File: src/rtl/clock_mode_ctrl_pkg.sv
// Shared definitions for the clock mode controller: command mode encodings,
// command FSM states, default accepted year range and the calendar helper
// used to validate manual set-date requests.
package clock_pkg;

    localparam int unsigned DEF_YEAR_MIN = 2020;
    localparam int unsigned DEF_YEAR_MAX = 2025;

    // Values 0 and 5-7 on cmd_mode are illegal and are rejected.
    typedef enum logic [2:0] {
        MODE_12H   = 3'd1,
        MODE_24H   = 3'd2,
        MODE_SET   = 3'd3,
        MODE_ALARM = 3'd4
    } mode_t;

    typedef enum logic [1:0] {
        ST_IDLE,
        ST_CHECK,
        ST_LOAD,
        ST_ERR
    } state_t;

    // Returns 0 for an out-of-range month so any day fails the bound check.
    function automatic logic [4:0] days_in_month(input logic [3:0]  month,
                                                 input logic [11:0] year);
        logic leap;
        leap = (((year % 12'd4) == 12'd0) && ((year % 12'd100) != 12'd0))
               || ((year % 12'd400) == 12'd0);
        case (month)
            4'd2:                         days_in_month = leap ? 5'd29 : 5'd28;
            4'd4, 4'd6, 4'd9, 4'd11:      days_in_month = 5'd30;
            4'd1, 4'd3, 4'd5, 4'd7,
            4'd8, 4'd10, 4'd12:           days_in_month = 5'd31;
            default:                      days_in_month = 5'd0;
        endcase
    endfunction

endpackage

File: src/rtl/clock_mode_ctrl_alarm_timer.sv
// Countdown alarm: counts seconds down from an armed value, then rings for
// RING_SECS seconds or until acknowledged.
// Ports:
//   clk, reset  - clock, asynchronous active-high reset
//   arm         - one-cycle pulse: (re)start countdown from arm_secs, stop ring
//   arm_secs    - countdown length in seconds (non-zero when arm is pulsed)
//   sec_tick    - one-cycle pulse per elapsed second
//   ack         - silences an active ring; ignored otherwise
//   armed       - countdown in progress
//   ring        - alarm sounding
module alarm_timer #(
    parameter int unsigned RING_SECS = 30
) (
    input  logic        clk,
    input  logic        reset,
    input  logic        arm,
    input  logic [15:0] arm_secs,
    input  logic        sec_tick,
    input  logic        ack,
    output logic        armed,
    output logic        ring
);

    localparam int unsigned RING_W = $clog2(RING_SECS + 1);

    logic [15:0]       count;
    logic [RING_W-1:0] ring_cnt;

    // armed and ring are mutually exclusive, so the branches never compete;
    // arm takes priority over a tick arriving in the same cycle.
    always_ff @(posedge clk or posedge reset) begin
        if (reset) begin
            count    <= '0;
            ring_cnt <= '0;
            armed    <= 1'b0;
            ring     <= 1'b0;
        end else if (arm) begin
            count    <= arm_secs;
            ring_cnt <= '0;
            armed    <= 1'b1;
            ring     <= 1'b0;
        end else if (armed) begin
            if (sec_tick) begin
                if (count == 16'd1) begin
                    count    <= '0;
                    armed    <= 1'b0;
                    ring     <= 1'b1;
                    ring_cnt <= RING_W'(RING_SECS);
                end else begin
                    count <= count - 16'd1;
                end
            end
        end else if (ring) begin
            if (ack) begin
                ring     <= 1'b0;
                ring_cnt <= '0;
            end else if (sec_tick) begin
                if (ring_cnt == RING_W'(1)) begin
                    ring     <= 1'b0;
                    ring_cnt <= '0;
                end else begin
                    ring_cnt <= ring_cnt - RING_W'(1);
                end
            end
        end
    end

endmodule

File: src/rtl/clock_mode_ctrl.sv
// Command-driven controller in front of the timekeeping core. Accepts mode
// commands, validates set-time/date requests and issues a one-cycle load
// strobe with a registered set bus; owns 12/24 h display formatting and the
// minutes-based countdown alarm.
// Ports:
//   clk, reset              - clock, asynchronous active-high reset
//   sec_tick                - one pulse per second from the core
//   cmd_valid / cmd_ready   - command handshake
//   cmd_mode, cmd_*         - command code and payload fields
//   cur_hour                - live hour from the core (0-23)
//   load, set_*             - load strobe and set bus into the core
//   cmd_err                 - one-cycle pulse on a rejected command
//   fmt_12h, disp_hour, pm  - display format and formatted hour
//   alarm_armed, alarm_ring - alarm status; alarm_ack silences the ring
module clock_mode_ctrl
    import clock_pkg::*;
#(
    parameter int unsigned YEAR_MIN  = DEF_YEAR_MIN,
    parameter int unsigned YEAR_MAX  = DEF_YEAR_MAX,
    parameter int unsigned RING_SECS = 30,
    parameter int unsigned ALARM_W   = 10
) (
    input  logic               clk,
    input  logic               reset,
    input  logic               sec_tick,
    input  logic               cmd_valid,
    output logic               cmd_ready,
    input  logic [2:0]         cmd_mode,
    input  logic [4:0]         cmd_hour,
    input  logic [5:0]         cmd_min,
    input  logic [5:0]         cmd_sec,
    input  logic [4:0]         cmd_day,
    input  logic [3:0]         cmd_month,
    input  logic [11:0]        cmd_year,
    input  logic [ALARM_W-1:0] cmd_alarm_min,
    input  logic [4:0]         cur_hour,
    output logic               load,
    output logic [4:0]         set_hour,
    output logic [5:0]         set_min,
    output logic [5:0]         set_sec,
    output logic [4:0]         set_day,
    output logic [3:0]         set_month,
    output logic [11:0]        set_year,
    output logic               cmd_err,
    output logic               fmt_12h,
    output logic [4:0]         disp_hour,
    output logic               pm,
    output logic               alarm_armed,
    output logic               alarm_ring,
    input  logic               alarm_ack
);

    state_t state, next_state;

    logic [2:0]         hold_mode;
    logic [4:0]         hold_hour;
    logic [5:0]         hold_min;
    logic [5:0]         hold_sec;
    logic [4:0]         hold_day;
    logic [3:0]         hold_month;
    logic [11:0]        hold_year;
    logic [ALARM_W-1:0] hold_alarm_min;

    logic        capture;
    logic        set_update;
    logic        fmt_set;
    logic        fmt_clr;
    logic        arm;
    logic [15:0] arm_secs;
    logic [4:0]  day_max;
    logic        set_ok;

    always_comb begin
        day_max = days_in_month(hold_month, hold_year);
        set_ok  = (hold_hour < 5'd24) && (hold_min < 6'd60) && (hold_sec < 6'd60)
                  && (hold_month >= 4'd1) && (hold_month <= 4'd12)
                  && (hold_day >= 5'd1) && (hold_day <= day_max)
                  && (hold_year >= 12'(YEAR_MIN)) && (hold_year <= 12'(YEAR_MAX));
    end

    assign arm_secs = 16'(hold_alarm_min) * 16'd60;

    always_ff @(posedge clk or posedge reset) begin
        if (reset) begin
            state <= ST_IDLE;
        end else begin
            state <= next_state;
        end
    end

    always_comb begin
        next_state = state;
        cmd_ready  = 1'b0;
        load       = 1'b0;
        cmd_err    = 1'b0;
        capture    = 1'b0;
        set_update = 1'b0;
        fmt_set    = 1'b0;
        fmt_clr    = 1'b0;
        arm        = 1'b0;
        case (state)
            ST_IDLE: begin
                cmd_ready = 1'b1;
                if (cmd_valid) begin
                    capture    = 1'b1;
                    next_state = ST_CHECK;
                end
            end
            ST_CHECK: begin
                next_state = ST_IDLE;
                case (hold_mode)
                    MODE_12H: fmt_set = 1'b1;
                    MODE_24H: fmt_clr = 1'b1;
                    MODE_SET: begin
                        if (set_ok) begin
                            set_update = 1'b1;
                            next_state = ST_LOAD;
                        end else begin
                            next_state = ST_ERR;
                        end
                    end
                    MODE_ALARM: begin
                        if (hold_alarm_min == '0) begin
                            next_state = ST_ERR;
                        end else begin
                            arm = 1'b1;
                        end
                    end
                    default: next_state = ST_ERR;
                endcase
            end
            ST_LOAD: begin
                load       = 1'b1;
                next_state = ST_IDLE;
            end
            ST_ERR: begin
                cmd_err    = 1'b1;
                next_state = ST_IDLE;
            end
            default: next_state = ST_IDLE;
        endcase
    end

    always_ff @(posedge clk or posedge reset) begin
        if (reset) begin
            hold_mode      <= '0;
            hold_hour      <= '0;
            hold_min       <= '0;
            hold_sec       <= '0;
            hold_day       <= '0;
            hold_month     <= '0;
            hold_year      <= '0;
            hold_alarm_min <= '0;
        end else if (capture) begin
            hold_mode      <= cmd_mode;
            hold_hour      <= cmd_hour;
            hold_min       <= cmd_min;
            hold_sec       <= cmd_sec;
            hold_day       <= cmd_day;
            hold_month     <= cmd_month;
            hold_year      <= cmd_year;
            hold_alarm_min <= cmd_alarm_min;
        end
    end

    // The set bus is updated on entry to LOAD so it is already valid while
    // load is high, and it holds afterwards.
    always_ff @(posedge clk or posedge reset) begin
        if (reset) begin
            set_hour  <= '0;
            set_min   <= '0;
            set_sec   <= '0;
            set_day   <= 5'd1;
            set_month <= 4'd1;
            set_year  <= 12'(YEAR_MIN);
        end else if (set_update) begin
            set_hour  <= hold_hour;
            set_min   <= hold_min;
            set_sec   <= hold_sec;
            set_day   <= hold_day;
            set_month <= hold_month;
            set_year  <= hold_year;
        end
    end

    always_ff @(posedge clk or posedge reset) begin
        if (reset) begin
            fmt_12h <= 1'b0;
        end else if (fmt_set) begin
            fmt_12h <= 1'b1;
        end else if (fmt_clr) begin
            fmt_12h <= 1'b0;
        end
    end

    always_ff @(posedge clk or posedge reset) begin
        if (reset) begin
            disp_hour <= '0;
            pm        <= 1'b0;
        end else if (fmt_12h) begin
            if (cur_hour == 5'd0) begin
                disp_hour <= 5'd12;
            end else if (cur_hour > 5'd12) begin
                disp_hour <= cur_hour - 5'd12;
            end else begin
                disp_hour <= cur_hour;
            end
            pm <= (cur_hour >= 5'd12);
        end else begin
            disp_hour <= cur_hour;
            pm        <= 1'b0;
        end
    end

    alarm_timer #(
        .RING_SECS (RING_SECS)
    ) u_alarm_timer (
        .clk      (clk),
        .reset    (reset),
        .arm      (arm),
        .arm_secs (arm_secs),
        .sec_tick (sec_tick),
        .ack      (alarm_ack),
        .armed    (alarm_armed),
        .ring     (alarm_ring)
    );

endmodule

File: config.mk
export PLATFORM = sky130hd
export DESIGN_NAME = clock_mode_ctrl
export DESIGN_NICKNAME = d
export VERILOG_FILES = /design/src/rtl/clock_mode_ctrl_pkg.sv /design/src/rtl/clock_mode_ctrl_alarm_timer.sv /design/src/rtl/clock_mode_ctrl.sv
export SDC_FILE = /design/constraint.sdc
export NUM_CORES = 1
export LEC_CHECK = 0
export CAP_MARGIN = 20
export CELL_PAD_IN_SITES_DETAIL_PLACEMENT = 2
export CELL_PAD_IN_SITES_GLOBAL_PLACEMENT = 2
export CORE_MARGIN = 2
export CORE_UTILIZATION = 37
export CTS_CLUSTER_SIZE = 8
export DETAILED_ROUTE_END_ITERATION = 12
export GPL_ROUTABILITY_DRIVEN = 1
export MAX_ROUTING_LAYER = met4
export PLACE_DENSITY = 0.85
export RECOVER_POWER = 100
export SETUP_SLACK_MARGIN = 0.15
export SLEW_MARGIN = 15
export SYNTH_ARGS = -nofsm -noshare
export SYNTH_HDL_FRONTEND = slang
export SYNTH_SLANG_ARGS = --single-unit
File: constraint.sdc
create_clock -name clk -period 9.9 [get_ports clk]
set_clock_uncertainty 0.05 [all_clocks]
set_input_delay 2.475 -clock clk [delete_from_list [all_inputs] [get_ports clk]]
set_output_delay 2.475 -clock clk [all_outputs]
set_load 0.005 [all_outputs]
==> results of run 1 <==
-- report_power, final --
group	internal (mW)	switching (mW)
Sequential	0.649	0.298
Clock	0.382	0.278
Combinational	0.983	1.33
Total	2.01	1.91
-- state kept, by name, indices dropped and copies added (netlist names), 6 cells and up --
register and count:
u_alarm_timer.count 16, hold_year 12, set_year 12, hold_alarm_min 10
hold_min 6, hold_sec 6, set_min 6, set_sec 6
-- cell families (layout without fill, tap and decap cells) --
family / after synthesis / after routing / share of synthesized area, %
AND/OR/NAND/NOR: 210 / 210 / 14.72
AO/OA/AOI/OAI: 194 / 194 / 17.09
flip-flops: 121 / 121 / 41.34
buffers and inverters: 72 / 181 / 4.016
multiplexers: 70 / 70 / 10.65
adder cells (fa/ha/maj): 51 / 51 / 10.40
XOR/XNOR: 15 / 15 / 1.787
-- cell type report --
cell class / count / share of cell area (%)
clock buffers: 17 / 4.588
flip-flops and latches: 121 / 32.78
clock inverters: 15 / 1.943
well taps: 265 / 3.576
repair buffers: 116 / 12.42
multi-input cells: 540 / 43.35
inverters: 33 / 1.350
-- worst max path at each step --
stage                                         start                       end  slack, ns  cells past startpoint
final                     hold_year[11]$_DFFE_PP0P_   set_year[1]$_DFFE_PP0P_       2.45                     22
after global routing      hold_year[11]$_DFFE_PP0P_  set_month[3]$_DFFE_PP0P_       1.89                     22
after CTS                  hold_year[9]$_DFFE_PP0P_    set_sec[2]$_DFFE_PP0P_       3.68                     22
after detailed placement  hold_year[11]$_DFFE_PP0P_    set_sec[2]$_DFFE_PP0P_       3.74                     22
after global placement    hold_year[11]$_DFFE_PP0P_  set_month[1]$_DFFE_PP0P_       4.30                     22
after floorplan                               reset    disp_hour[0]$_DFF_PP0_       4.18                      1
-- synth_stat cells (4+ instances only) --
cell,count,area (um2)
sky130_fd_sc_hd__inv_1,32,120.1
sky130_fd_sc_hd__nor3_1,21,105.1
sky130_fd_sc_hd__and2_1,9,56.30
sky130_fd_sc_hd__mux2_2,65,732.0
sky130_fd_sc_hd__a211oi_1,8,60.06
sky130_fd_sc_hd__nand3b_1,5,37.54
sky130_fd_sc_hd__clkbuf_1,25,93.84
sky130_fd_sc_hd__o21bai_1,7,52.55
sky130_fd_sc_hd__a21oi_1,45,225.2
sky130_fd_sc_hd__a32oi_1,5,43.79
sky130_fd_sc_hd__nand2_1,65,244.0
sky130_fd_sc_hd__o31ai_1,8,60.06
sky130_fd_sc_hd__a31oi_1,6,37.54
sky130_fd_sc_hd__nand2b_1,14,87.58
sky130_fd_sc_hd__dfrtp_1,112,2803
sky130_fd_sc_hd__or3_1,5,31.28
sky130_fd_sc_hd__nor4_1,11,68.82
sky130_fd_sc_hd__nor2b_1,5,31.28
sky130_fd_sc_hd__xnor2_1,11,96.34
sky130_fd_sc_hd__nand4_1,5,31.28
sky130_fd_sc_hd__nor2_1,37,138.9
sky130_fd_sc_hd__ha_1,33,412.9
sky130_fd_sc_hd__o32ai_1,4,35.03
sky130_fd_sc_hd__fa_1,17,340.3
sky130_fd_sc_hd__buf_2,8,40.04
sky130_fd_sc_hd__nand3_1,13,65.06
sky130_fd_sc_hd__o21ai_0,64,320.3
sky130_fd_sc_hd__mux2i_1,4,40.04
sky130_fd_sc_hd__o211ai_1,9,67.56
sky130_fd_sc_hd__dfstp_2,9,236.5
sky130_fd_sc_hd__xor2_1,4,35.03
-- critical path: cells and delay by family (launching register included) --
kind	cells	cell delay (ns)
DFF	1	0.91
and+or+nand+nor	7	1.34
muxes	3	1.03
AOI/OAI and AO/OA	9	1.82
adders and majority gates	2	0.55
buffers and inverters	1	1.58
-- layer usage --
metal | GRT usage (%) | vias up
li1 | - | 2845
met5 | - | -
met3 | 5.472 | 33
met2 | 42.29 | 138
met1 | 27.58 | 3254
met4 | 6.881 | 0
-- metrics by stage --
step                utilization, %  instances  worst slack, ns
floorplan                        -        733            4.176
global placement             44.47       1074            4.300
global route                 47.64       1107            1.890
detailed placement           44.47       1074            3.742
finish                       47.64       1107            2.454
CTS                          47.58       1106            3.676
==> results list, run 1 <==
- The H-tree was split into 4 levels.
* Detailed-route wire length on metal 1: 10160 um
- Counting every instance in the synthesized netlist gives 733.
* CP Data Arrival Time: 7.71 ns
* TritonCTS clock tree: yes
- The number of gates resized after CTS was 0.
* Actual transition at the worst max-transition pin: 3.312 ns
- After filler insertion, the fill cell instance count of the layout stands at 1981.
- Area taken by flip-flops and latches: 0.003039 mm2
- Largest stage delay on the critical path: 1.58 ns
* Met3 routed wirelength: 1120 um
- Power spread over the standard cell area amounts to 423.2 mW/mm2.
- Run status: finished, violations left
- Leaving out fill and tap cells, the most frequent cells in the layout are sky130_fd_sc_hd__dfrtp_1, sky130_fd_sc_hd__nand2_1, sky130_fd_sc_hd__o21ai_0.
- Via count of the first global-routing pass: 7075
- Across all hold checks on the routed design, the worst slack comes to 0.4426 ns.
- 1st-iter DRT viols: 220
- The cell that appears most often on the critical path is sky130_fd_sc_hd__mux2i_1.
* Vertical extent of the die: 145.0 um
* RSZ-0062 raised after global routing: false
- Cells traversed along the worst timing path: maj3_2 -> a2111oi_2 -> or4_1 -> mux2i_1 -> nor4_2 -> a221o_1 -> a211oi_2 -> mux2i_1 -> and2_0 -> o31ai_1 -> a22oi_1 -> ha_1 -> nor2b_1 -> o21a_1 -> o21ai_0 -> nand2b_1 -> a21oi_1 -> a31oi_1 -> nor3_1 -> nand4_1 -> clkbuf_1 -> mux2_2
- Counting flops with an async set or reset pin after synthesis yields a share of 100.0%.
- Destination of the worst hold path: set_year[4]$_DFFE_PP0P_
- Area growth from synthesis to layout: 26.11%
* Share of post-route cells with drive strength above 1: 13.42%
- Width of the die: 145.0 um
- 111 I/O pins were placed.
* Startpoint of the most critical register-to-register path: hold_year[11]$_DFFE_PP0P_
* Critical path required time: 10.16 ns
- Cell with the largest stage delay on the worst path: sky130_fd_sc_hd__clkbuf_1
- The repair_antennas step left the layout with diodes totalling 0.
* Max capacitance violation total: 4
- In the final layout, the multi-input gates occupy 0.004019 mm2.
- The final number of max-transition violations came to 189.
* Standard cell area after detailed placement: 0.008655 mm2
* Hold violation count in the final report: 0
- The routed layout has 6270 vias.
- The share of the Yosys chip area taken by registers is 41.34%.
* Post-synth design cell area: 0.007352 mm2
- Leakage component of the power: 4.019 nW
* Cts hold-fix bufs: 0
- Final total power: 3.924 mW
- Type of the tightest min-delay check: register to register
- Number of instances on the worst hold path: 1
- Number of optimization iterations in the first detailed-route pass: 4
- Synthesized flop and latch total: 121
- R2R setup slack: 2.45 ns
* Post-CTS setup buffer count: 0
- Antenna violations before repair: 0
- Highest attainable clock frequency: 0.1343 GHz
- The cell sitting at the root of the clock tree is a sky130_fd_sc_hd__clkbuf_16.
- Number of remaining DRC errors: 0
- Counting along the longest clock path gives a buffer depth of 2.
- Highest net fanout along the worst path: 42
* GRT Residual Overflow: 0
* Core footprint: 0.01946 mm2
- Type of origin of the critical path: register
- Share of the clock period used by the worst path: 75.22%
* Number of unique standard cell types used by synthesis: 79
* Maximum vdd drop: 0.0001712 V
- Synthesis produced a netlist with a net count of 844.
- The initialized floorplan defines 51 standard-cell rows.
- In the final routed layout, each cell accounts on average for 22.24 um.
- Leading cell type in the layout, fill and taps excluded: sky130_fd_sc_hd__dfrtp_1
* Reg-to-reg endpoint: set_year[1]$_DFFE_PP0P_
- Buffers placed on the I/O ports in this run total 110.
- In the global route stage, overall resource usage came out at 24.08%.
* Depth of the worst register-to-register path: 22
* Number of failing setup endpoints in the final timing report: 0
- TritonCTS created 17 clock buffers.
- Entering global routing, the biggest net connects 83 pins.
* Sum Neg Setup Slack: 0 ns
* Clock latency on the worst-skew pair: 0.44 ns
- The checks that failed: max-capacitance violations, max-slew violations.
- Effective utilization at floorplan: 37.78%
- After the last flow step, the layout net total stands at 940.
* Clock sink count: 121
- Sort of element at the end of the critical path: register
* Number of synthesized flops with an enable pin: 0
* Half-perimeter wire length after placement: 16760 um
- Hold Startpoint: set_year[4]$_DFFE_PP0P_
* Total routed wirelength: 24620 um
- RePlAce Congestion: 0.8286
- Vias per cell: 5.664
* Final critical delay including setup and external delays: 7.446 ns
- Averaged over all synthesized cells, the footprint is 10.03 um2.
- Die Outline Area: 0.02101 mm2
- Final ANT Viol Nets: 0
* Predominant post-synthesis flop cell: sky130_fd_sc_hd__dfrtp_1
- The first global-routing pass estimated 39220 um of wire.
* Worst slew slack as a fraction of its limit: -120.8%
- After routing the design area is 0.009271 mm2.
* Routed met2 length: 12950 um
- Ys Warns: 0
- Clock-pin slew was measured on the worst setup and hold paths at 0.06 ns.
- Setup CP Type: register to register
* Highest routed layer: met4
Power figures use the tool's default switching activity.
==> inputs of run 2 (changes only) <==
--- a/config.mk
+++ b/config.mk
@@ -9,12 +9,12 @@
 export CELL_PAD_IN_SITES_DETAIL_PLACEMENT = 2
 export CELL_PAD_IN_SITES_GLOBAL_PLACEMENT = 2
 export CORE_MARGIN = 2
-export CORE_UTILIZATION = 37
+export CORE_UTILIZATION = 35
 export CTS_CLUSTER_SIZE = 8
 export DETAILED_ROUTE_END_ITERATION = 12
 export GPL_ROUTABILITY_DRIVEN = 1
 export MAX_ROUTING_LAYER = met4
-export PLACE_DENSITY = 0.85
+export PLACE_DENSITY = 0.81
 export RECOVER_POWER = 100
 export SETUP_SLACK_MARGIN = 0.15
 export SLEW_MARGIN = 15
==> constraint.sdc (replaced) <==
create_clock -name clk -period 7.4 [get_ports clk]
set_clock_uncertainty 0.05 [all_clocks]
set_input_delay 1.85 -clock clk [delete_from_list [all_inputs] [get_ports clk]]
set_output_delay 1.85 -clock clk [all_outputs]
set_load 0.005 [all_outputs]
==> results list, run 2 (synthesis gave the netlist of run 1 again) <==
- The run finished, with violations left.
- Failing checks: max-capacitance violations, max-slew violations
* Depth of the worst register-to-register path: 22
- The min-delay analysis places its worst path in the category register to register.
- The clock passes through at most 2 buffers.
* Register with the most flip-flops: u_alarm_timer.count
- The die is 148.9 um tall.
* Vias per cell: 5.499
- 1st-iter DRT viols: 272
- Walking the worst path, the cells encountered are nand2b_1 -> o32ai_1 -> a221o_1 -> nor4_1 -> nor4_1 -> a221o_1 -> a211oi_1 -> mux2i_1 -> and2_0 -> o31ai_1 -> a22oi_1 -> ha_1 -> nor2b_1 -> o21a_1 -> o21ai_0 -> nand2b_1 -> a21oi_1 -> a31oi_1 -> nor3_1 -> nand4_1 -> buf_4 -> mux2_1.
- In this run the worst path has a maximum fanout of 42.
- For met1 alone, demand over resource in global routing was 26.66%.
- Wire per inst: 20.88 um
* Setup CP Type: register to register
- Number of failing setup endpoints in the final timing report: 0
* Startpoint of the most critical register-to-register path: hold_year[11]$_DFFE_PP0P_
- The number of antenna violations at the first check in global routing came to 1.
- The worst register-to-register path ends at set_sec[3]$_DFFE_PP0P_.
- With fillers left out, the area of the finished cells amounts to 0.009223 mm2.
- After floorplanning, the core was sized to cover 0.02082 mm2.
- The worst setup path is captured at a register.
* Kind of cell adding the most delay to the critical path: compound AO/OA/AOI/OAI gates
- The path with the worst hold slack has its endpoint at set_year[2]$_DFFE_PP1P_.
- R2R setup slack: 1.12 ns
* Actual transition at the worst max-transition pin: 2.675 ns
- Once detail routing completed, the nets flagged for antenna violations numbered 0.
- Critical path required time: 7.66 ns
- The final critical path takes up 84.87% of the cycle.
- Maximum number of pins on one net before global-route repair: 72
- Leakage component of the power: 3.991 nW
* Number of clock buffers inserted by TritonCTS: 17
- Width of the die: 148.9 um
* RePlAce Congestion: 0.8562
- GRT Residual Overflow: 0
- Number of optimization iterations in the first detailed-route pass: 4
- The smallest clock period supported by the final layout is computed as 6.280 ns.
* Max capacitance violation total: 3
* Cell with the largest stage delay on the worst path: sky130_fd_sc_hd__dfrtp_1
- Leaving out fill and tap cells, the most frequent cell in the layout is sky130_fd_sc_hd__dfrtp_1.
- The worst hold path begins at set_year[2]$_DFFE_PP1P_.
* Standard cell area after detailed placement: 0.008667 mm2
* Clock latency on the worst-skew pair: 0.44 ns
* Effective utilization at floorplan: 35.31%
- RSZ-0062 raised after global routing: false
- Largest register FFs: 16
* Hold violation count in the final report: 0
- Quantity of gates resized following cts: 0
* Number of instances on the worst hold path: 2
- Together, buffers and inverters on the worst path number 1.
* CP Data Arrival Time: 6.54 ns
- Type of origin of the critical path: register
- Post-CTS setup buffer count: 0
* Number of remaining DRC errors: 0
- Clock slew seen by the registers of the worst setup and hold paths: 0.07 ns
- In this run the core area contains 53 standard-cell rows.
- For this run, the top clock speed supported by timing is 0.1592 GHz.
* Finished Core Util: 44.29%
- OpenSTA, run right after detailed placement, puts the worst setup slack at 1.453 ns.
- Half-perimeter wire length after placement: 16210 um
- Total routed wirelength: 23320 um
- The final route contains 6142 vias.
* Reg power frac: 25.1%
- The library cells used most frequently in the layout, excluding fill and tap cells, are sky130_fd_sc_hd__dfrtp_1, sky130_fd_sc_hd__nand2_1, sky130_fd_sc_hd__o21ai_0.
* Met2 track demand over resource in global routing: 39.88%
* Final setup slack of the worst path: 1.120 ns
- The first global-routing pass estimated 38590 um of wire.
- In the global route stage, met3 resource usage came out at 4.954%.
- Aggregate global-route resource usage: 22.74%
- The number of global-route vias before repair came to 7053.
- Largest stage delay on the critical path: 0.94 ns
* I/O Buffers: 110
* Area growth from synthesis to layout: 25.44%
- Clock network fraction of design power: 16.8%
* Power per Cell Area: 546.5 mW/mm2
- Hold timing on the final database bottoms out at a slack of 0.4374 ns.
- The largest registers in the layout are u_alarm_timer.count: 16 flops, hold_year: 12 flops, set_year: 12 flops.
* H-Tree Depth: 4
- The cell sitting at the root of the clock tree is a sky130_fd_sc_hd__clkbuf_16.
- Combinational cell fraction of total power: 58.1%
- Switching power: 2.432 mW
- TritonCTS clock tree: yes
- Cell internal power was estimated by the tool at 2.608 mW.
- Pin placement for this block handled 111 I/O pins.
- The post-route netlist has 13.56% of its cells at a drive strength greater than 1.
* Maximum vdd drop: 0.0002150 V
* Die Outline Area: 0.02218 mm2
- The global routing stage identified its most utilized layer as met2.
* Clock sink count: 121
* Net count of the finished layout: 939
- Switch share: 48.26%
- Hold repair after CTS inserted 0 buffers.
* Number of filler instances in the final layout: 2178
- The final number of max-transition violations came to 179.
- Sum Neg Setup Slack: 0 ns
* Worst slew slack as a fraction of its limit: -78.36%
==> run 2: cell count changes in the layout (fill, tap and decap cells not counted), moves of 2 or more <==
| cell | change |
|---|---|
| sky130_fd_sc_hd__bufinv_16 | -2 |
| sky130_fd_sc_hd__inv_6 | -3 |
| sky130_fd_sc_hd__clkinv_8 | +3 |
| sky130_fd_sc_hd__mux2_1 | -8 |
| sky130_fd_sc_hd__clkbuf_1 | -2 |
| sky130_fd_sc_hd__inv_8 | +3 |
| sky130_fd_sc_hd__nor4_1 | +2 |
| sky130_fd_sc_hd__mux2_2 | +8 |
==> run 2: layer usage <==
layer / vias up / part of all wire (%)
met5: - / 0
met4: 0 / 1.0
met3: 24 / 4.6
met2: 130 / 52
met1: 3144 / 42
li1: 2844 / -
==> run 2: stage by stage <==
stage | instances | power [mW]
after floorplan | 733 | 3.407
after global placement | 1084 | 3.996
after detailed placement | 1084 | 4.200
after CTS | 1116 | 5.130
after global routing | 1117 | 5.530
final | 1117 | 5.040
==> run 2: worst max-delay path by stage <==
stage / depth (start not counted) / slack (ns) / from / to
after floorplan: 1 / 2.30 / reset / disp_hour[0]$_DFF_PP0_
after global placement: 22 / 1.81 / hold_year[11]$_DFFE_PP0P_ / set_sec[1]$_DFFE_PP0P_
after detailed placement: 22 / 1.45 / hold_year[11]$_DFFE_PP0P_ / set_sec[5]$_DFFE_PP0P_
after CTS: 21 / 1.38 / hold_year[11]$_DFFE_PP0P_ / set_sec[3]$_DFFE_PP0P_
after global routing: 22 / 0.53 / hold_year[11]$_DFFE_PP0P_ / set_sec[3]$_DFFE_PP0P_
final: 22 / 1.12 / hold_year[11]$_DFFE_PP0P_ / set_sec[3]$_DFFE_PP0P_
==> run 2: final cells by class <==
| type | count | area (um2) | share of cell area [%] |
|---|---|---|---|
| sequential | 121 | 3039 | 32.95 |
| inverter | 33 | 125.1 | 1.357 |
| timing repair buffer | 115 | 1129 | 12.24 |
| tap | 275 | 344.1 | 3.731 |
| antenna | 1 | 2.502 | 0.02713 |
| clock inverter | 15 | 168.9 | 1.832 |
| clock buffer | 17 | 425.4 | 4.613 |
| multi-input combinational | 540 | 3989 | 43.25 |
==> run 2: tightest hold or removal path, delay by kind of cell (launching register included) <==
family	cells	cell delay, ns
simple gates	1	0.04
flops	1	0.37
compound gates	1	0.06
==> run 2: power by group through the flow <==
stage                     Sequential (mW)  Combinational (mW)  Clock [mW]
final                                1.27                2.93       0.845
after floorplan                      1.05                2.36           0
after CTS                            1.27                3.00       0.858
after detailed placement             1.27                2.93           0
after global placement               1.24                2.76           0
after global routing                 1.31                3.33       0.887
==> RTL change 1: new RTL, config.mk and constraints of run 2 <==
Make the reset (`reset`) synchronous in 6 clocked blocks. Comments in the files are not updated.
--- a/src/rtl/clock_mode_ctrl_alarm_timer.sv
+++ b/src/rtl/clock_mode_ctrl_alarm_timer.sv
@@ -28,7 +28,7 @@
 
     // armed and ring are mutually exclusive, so the branches never compete;
     // arm takes priority over a tick arriving in the same cycle.
-    always_ff @(posedge clk or posedge reset) begin
+    always_ff @(posedge clk) begin
         if (reset) begin
             count    <= '0;
             ring_cnt <= '0;
--- a/src/rtl/clock_mode_ctrl.sv
+++ b/src/rtl/clock_mode_ctrl.sv
@@ -80,7 +80,7 @@
 
     assign arm_secs = 16'(hold_alarm_min) * 16'd60;
 
-    always_ff @(posedge clk or posedge reset) begin
+    always_ff @(posedge clk) begin
         if (reset) begin
             state <= ST_IDLE;
         end else begin
@@ -141,7 +141,7 @@
         endcase
     end
 
-    always_ff @(posedge clk or posedge reset) begin
+    always_ff @(posedge clk) begin
         if (reset) begin
             hold_mode      <= '0;
             hold_hour      <= '0;
@@ -165,7 +165,7 @@
 
     // The set bus is updated on entry to LOAD so it is already valid while
     // load is high, and it holds afterwards.
-    always_ff @(posedge clk or posedge reset) begin
+    always_ff @(posedge clk) begin
         if (reset) begin
             set_hour  <= '0;
             set_min   <= '0;
@@ -183,7 +183,7 @@
         end
     end
 
-    always_ff @(posedge clk or posedge reset) begin
+    always_ff @(posedge clk) begin
         if (reset) begin
             fmt_12h <= 1'b0;
         end else if (fmt_set) begin
@@ -193,7 +193,7 @@
         end
     end
 
-    always_ff @(posedge clk or posedge reset) begin
+    always_ff @(posedge clk) begin
         if (reset) begin
             disp_hour <= '0;
             pm        <= 1'b0;
Function: differs if reset is asserted again (counterexample within 4 cycles, from zero or initial values and one cycle with reset high); with reset held inactive, the same outputs for 4 cycles.
==> RTL change 1 against run 2 <==
- the run still ends with max-capacitance violations, max-slew violations left
- worst setup slack lost 0.48 ns
- cell area shrank 2.9%
- worst hold slack lost 0.037 ns
- global-route usage grew 0.087 points
- die area shrank 4.7%
- sequential cell count is the same
- cell count grew 9.8%
- area after synthesis shrank 4.9%
- routed wire length grew 0.95%
- highest routed layer unchanged
Power is not compared: it rests on default switching activity, and its combinational part moved more than twofold at a synthesized area within 25%.
==> RTL change 1: results (changes against run 2) <==
The run finished, with violations left. Violated checks: max-capacitance violations, max-slew violations (unchanged). The mean routed wirelength per cell is 19.2 µm (was 20.9 µm), and the maximum clock rate is 148 MHz (was 159 MHz). The number of different library cells in the post-synthesis netlist came out at 78 (was 79). The slew of the pin with the lowest slew margin was 2.27 ns (was 2.68 ns); the proportion of synthesized chip area in sequential cells was 34.6% (was 41.3%). The total placed instance area came out at 8310 µm² (was 8670 µm²). Max capacitance violation total: 1 (was 3). The DRC marker count from the first detailed-route iteration was 265 (was 272); the fraction of the mapped netlist area in compound gates was 21.0% (was 17.1%).

Worst min-delay path startpoint: set_year[6] (was set_year[2]). The slowest library cell on the worst path is sky130_fd_sc_hd__dfxtp_1 (was sky130_fd_sc_hd__dfrtp_1). The tools report the met2 track demand over resource as 38.9% (was 39.9%). The via total after detailed routing is 6672 (was 6142), and the global-route track usage on met1 is 27.9% (was 26.7%).

The top fanout value on the critical path was 15 (was 42); the count of non-CTS inverters in the layout was 35 (was 33). The share of the final layout cell area in multi-input gates came out at 47.7% (was 43.3%). The tools report the origin of the worst setup path as hold_year[10] (was hold_year[11]). The logic depth of the worst register-to-register path is 24 (was 22), and the HPWL reported at the end of detailed placement is 15.9 mm (was 16.2 mm). Leading cell types by count after synthesis: sky130_fd_sc_hd__nand2_1 (131), sky130_fd_sc_hd__dfxtp_1 (121), sky130_fd_sc_hd__a21oi_1 (94) (was sky130_fd_sc_hd__dfrtp_1 (112), sky130_fd_sc_hd__mux2_2 (65), sky130_fd_sc_hd__nand2_1 (65)). The count of antenna diodes in the layout is 0 (was 1), and the net count after synthesis is 972 (was 844).

Share of final layout cell area taken by non-clock buffers: 13.3% (was 12.2%). The area enclosed by the die boundary was 21100 µm² (was 22200 µm²). The sequential cell count came out at 121 (unchanged).

The register fraction of the total cell area is 27.1% (was 33.0%), and the post-route non-filler standard cell count is 1226 (was 1117). Number of slew-limit violations in the final report: 47 (was 179). The via count of the first global-routing pass came out at 7124 (was 7053).

The total number of multi-input combinational cells was 656 (was 540); the global-route usage over all layers was 22.8% (was 22.7%). The cell count after placement is 1192 (was 1084). The area share of fa/ha/maj cells after synthesis is 10.9% (was 10.4%), and the largest net degree at the start of global routing is 71 (was 72). Share of cells above drive strength 1: 6.76% (was 13.6%).

The data arrival at the endpoint of the critical path is 6.93 ns (was 6.54 ns), and the routability congestion estimate from global placement is 0.855 (was 0.856).
RTL change 1: cell types whose count changed in the layout (fill, tap and decap cells not counted), moves of 6 or more:
cell                      delta
sky130_fd_sc_hd__nor2_1     +50
sky130_fd_sc_hd__dfstp_2     -8
sky130_fd_sc_hd__o21ai_0    -28
sky130_fd_sc_hd__a21oi_1    +49
sky130_fd_sc_hd__mux2i_1    +27
sky130_fd_sc_hd__o31ai_1     -6
sky130_fd_sc_hd__dfxtp_1   +119
sky130_fd_sc_hd__dfrtp_1   -112
sky130_fd_sc_hd__nand2_1    +65
sky130_fd_sc_hd__nor2b_1     +6
sky130_fd_sc_hd__mux2_2     -63
RTL change 1: what timing repair did:
action | in CTS | in global routing
hold buffers | 0 | 0
setup endpoints to repair | 0 | 33
resized for setup | 0 | 4
endpoints found under the hold margin | 0 | 0
==> RTL change 2: new RTL, flow settings as in run 2 <==
Made on the original files. `DEF_YEAR_MAX`: 2025 -> 1024.
--- a/src/rtl/clock_mode_ctrl_pkg.sv
+++ b/src/rtl/clock_mode_ctrl_pkg.sv
@@ -4,7 +4,7 @@
 package clock_pkg;
 
     localparam int unsigned DEF_YEAR_MIN = 2020;
-    localparam int unsigned DEF_YEAR_MAX = 2025;
+    localparam int unsigned DEF_YEAR_MAX = 1024;
 
     // Values 0 and 5-7 on cmd_mode are illegal and are rejected.
     typedef enum logic [2:0] {
Check against the original RTL: not equivalent (Yosys sat finds a counterexample within 4 cycles, from zero or initial values and one cycle with reset high).
==> RTL change 2 against run 2 <==
- the flow now stops in 5_2_route
- area after synthesis is 42% lower
- global-route usage decreased by 3.4 points
==> RTL change 2: results (changes against run 2) <==
The buffer levels on the longest clock path is 2 (unchanged). The flow did not finish. The run ended at 5_2_route.

The count of flip-flops with a built-in enable after synthesis is 0 (unchanged). The number of levels in the clock H-tree came out at 3 (was 4). The routability congestion estimate from global placement is 0.791 (was 0.856). The largest net degree at the start of global routing is 84 (was 72), and the global-route usage over all layers is 19.4% (was 22.7%). The tools report the wire length of the first global-routing pass as 18.8 mm (was 38.6 mm). Root buffer selected by CTS: sky130_fd_sc_hd__clkbuf_16 (unchanged). The quantity of I/O buffers inserted on ports was 72 (was 110). Ranking of synthesized cells by area: sky130_fd_sc_hd__dfrtp_1 (43%), sky130_fd_sc_hd__ha_1 (8.2%), sky130_fd_sc_hd__fa_1 (7.9%), sky130_fd_sc_hd__dfstp_2 (5.5%), sky130_fd_sc_hd__o21ai_0 (4.7%) (was sky130_fd_sc_hd__dfrtp_1 (38%), sky130_fd_sc_hd__mux2_2 (10%), sky130_fd_sc_hd__ha_1 (5.6%), sky130_fd_sc_hd__fa_1 (4.6%), sky130_fd_sc_hd__o21ai_0 (4.4%)).

Number of instances resized during post-cts repair: 0 (unchanged). The tools report the net count after synthesis as 529 (was 844). The logs give 0 (unchanged) for the yosys synthesis warning count and 3.27 ns (was 1.45 ns) for the minimum setup slack after placement. The logs give 40 (was 79) for the number of different library cells in the post-synthesis netlist and 3560 (was 7053) for the via count of the first global-routing pass. For the CTS buffer count, the log shows 9 (was 17). The proportion of synthesized chip area in sequential cells is 48.7% (was 41.3%). The post-synthesis async set-or-reset flop share is 100% (unchanged), and the initial antenna violation count is 0 (was 1). The first error in the log reads "[ERROR DRT-0255] Maze Route cannot find path of net clk in worker of routeBox ( 96600 0 ) ( 114700 48300 )".

Leading cell types by count after synthesis: sky130_fd_sc_hd__dfrtp_1 (74), sky130_fd_sc_hd__clkbuf_1 (52), sky130_fd_sc_hd__o21ai_0 (40) (was sky130_fd_sc_hd__dfrtp_1 (112), sky130_fd_sc_hd__mux2_2 (65), sky130_fd_sc_hd__nand2_1 (65)). The HPWL reported at the end of detailed placement was 8.44 mm (was 16.2 mm); the post-synthesis register bit count was 83 (was 121).
RTL change 2: cell families after synthesis:
logic type                 Yosys count  share of synthesized area (%)
and+or+nand+nor                    108                           12.6
AOI/OAI and AO/OA                   96                           13.0
DFF                                 83                           48.7
buffers and inverters               78                           6.83
adders and majority gates           45                           16.1
xor gates and xnor gates            10                           2.04
muxes                                3                          0.788
RTL change 2: routing by layer:
metal,global-route usage [%]
met2,33.5
met5,-
met4,7.15
met3,5.29
met1,21.4
RTL change 2: metrics by stage:
stage,hold slack [ns],utilization (%),area (µm²),std cells
detailed placement,0.308,41.7,5000,590
CTS,0.317,44.1,5300,606
global placement,0.307,41.6,5000,589
floorplan,0.388,-,4290,423
global route,0.319,44.3,5320,607
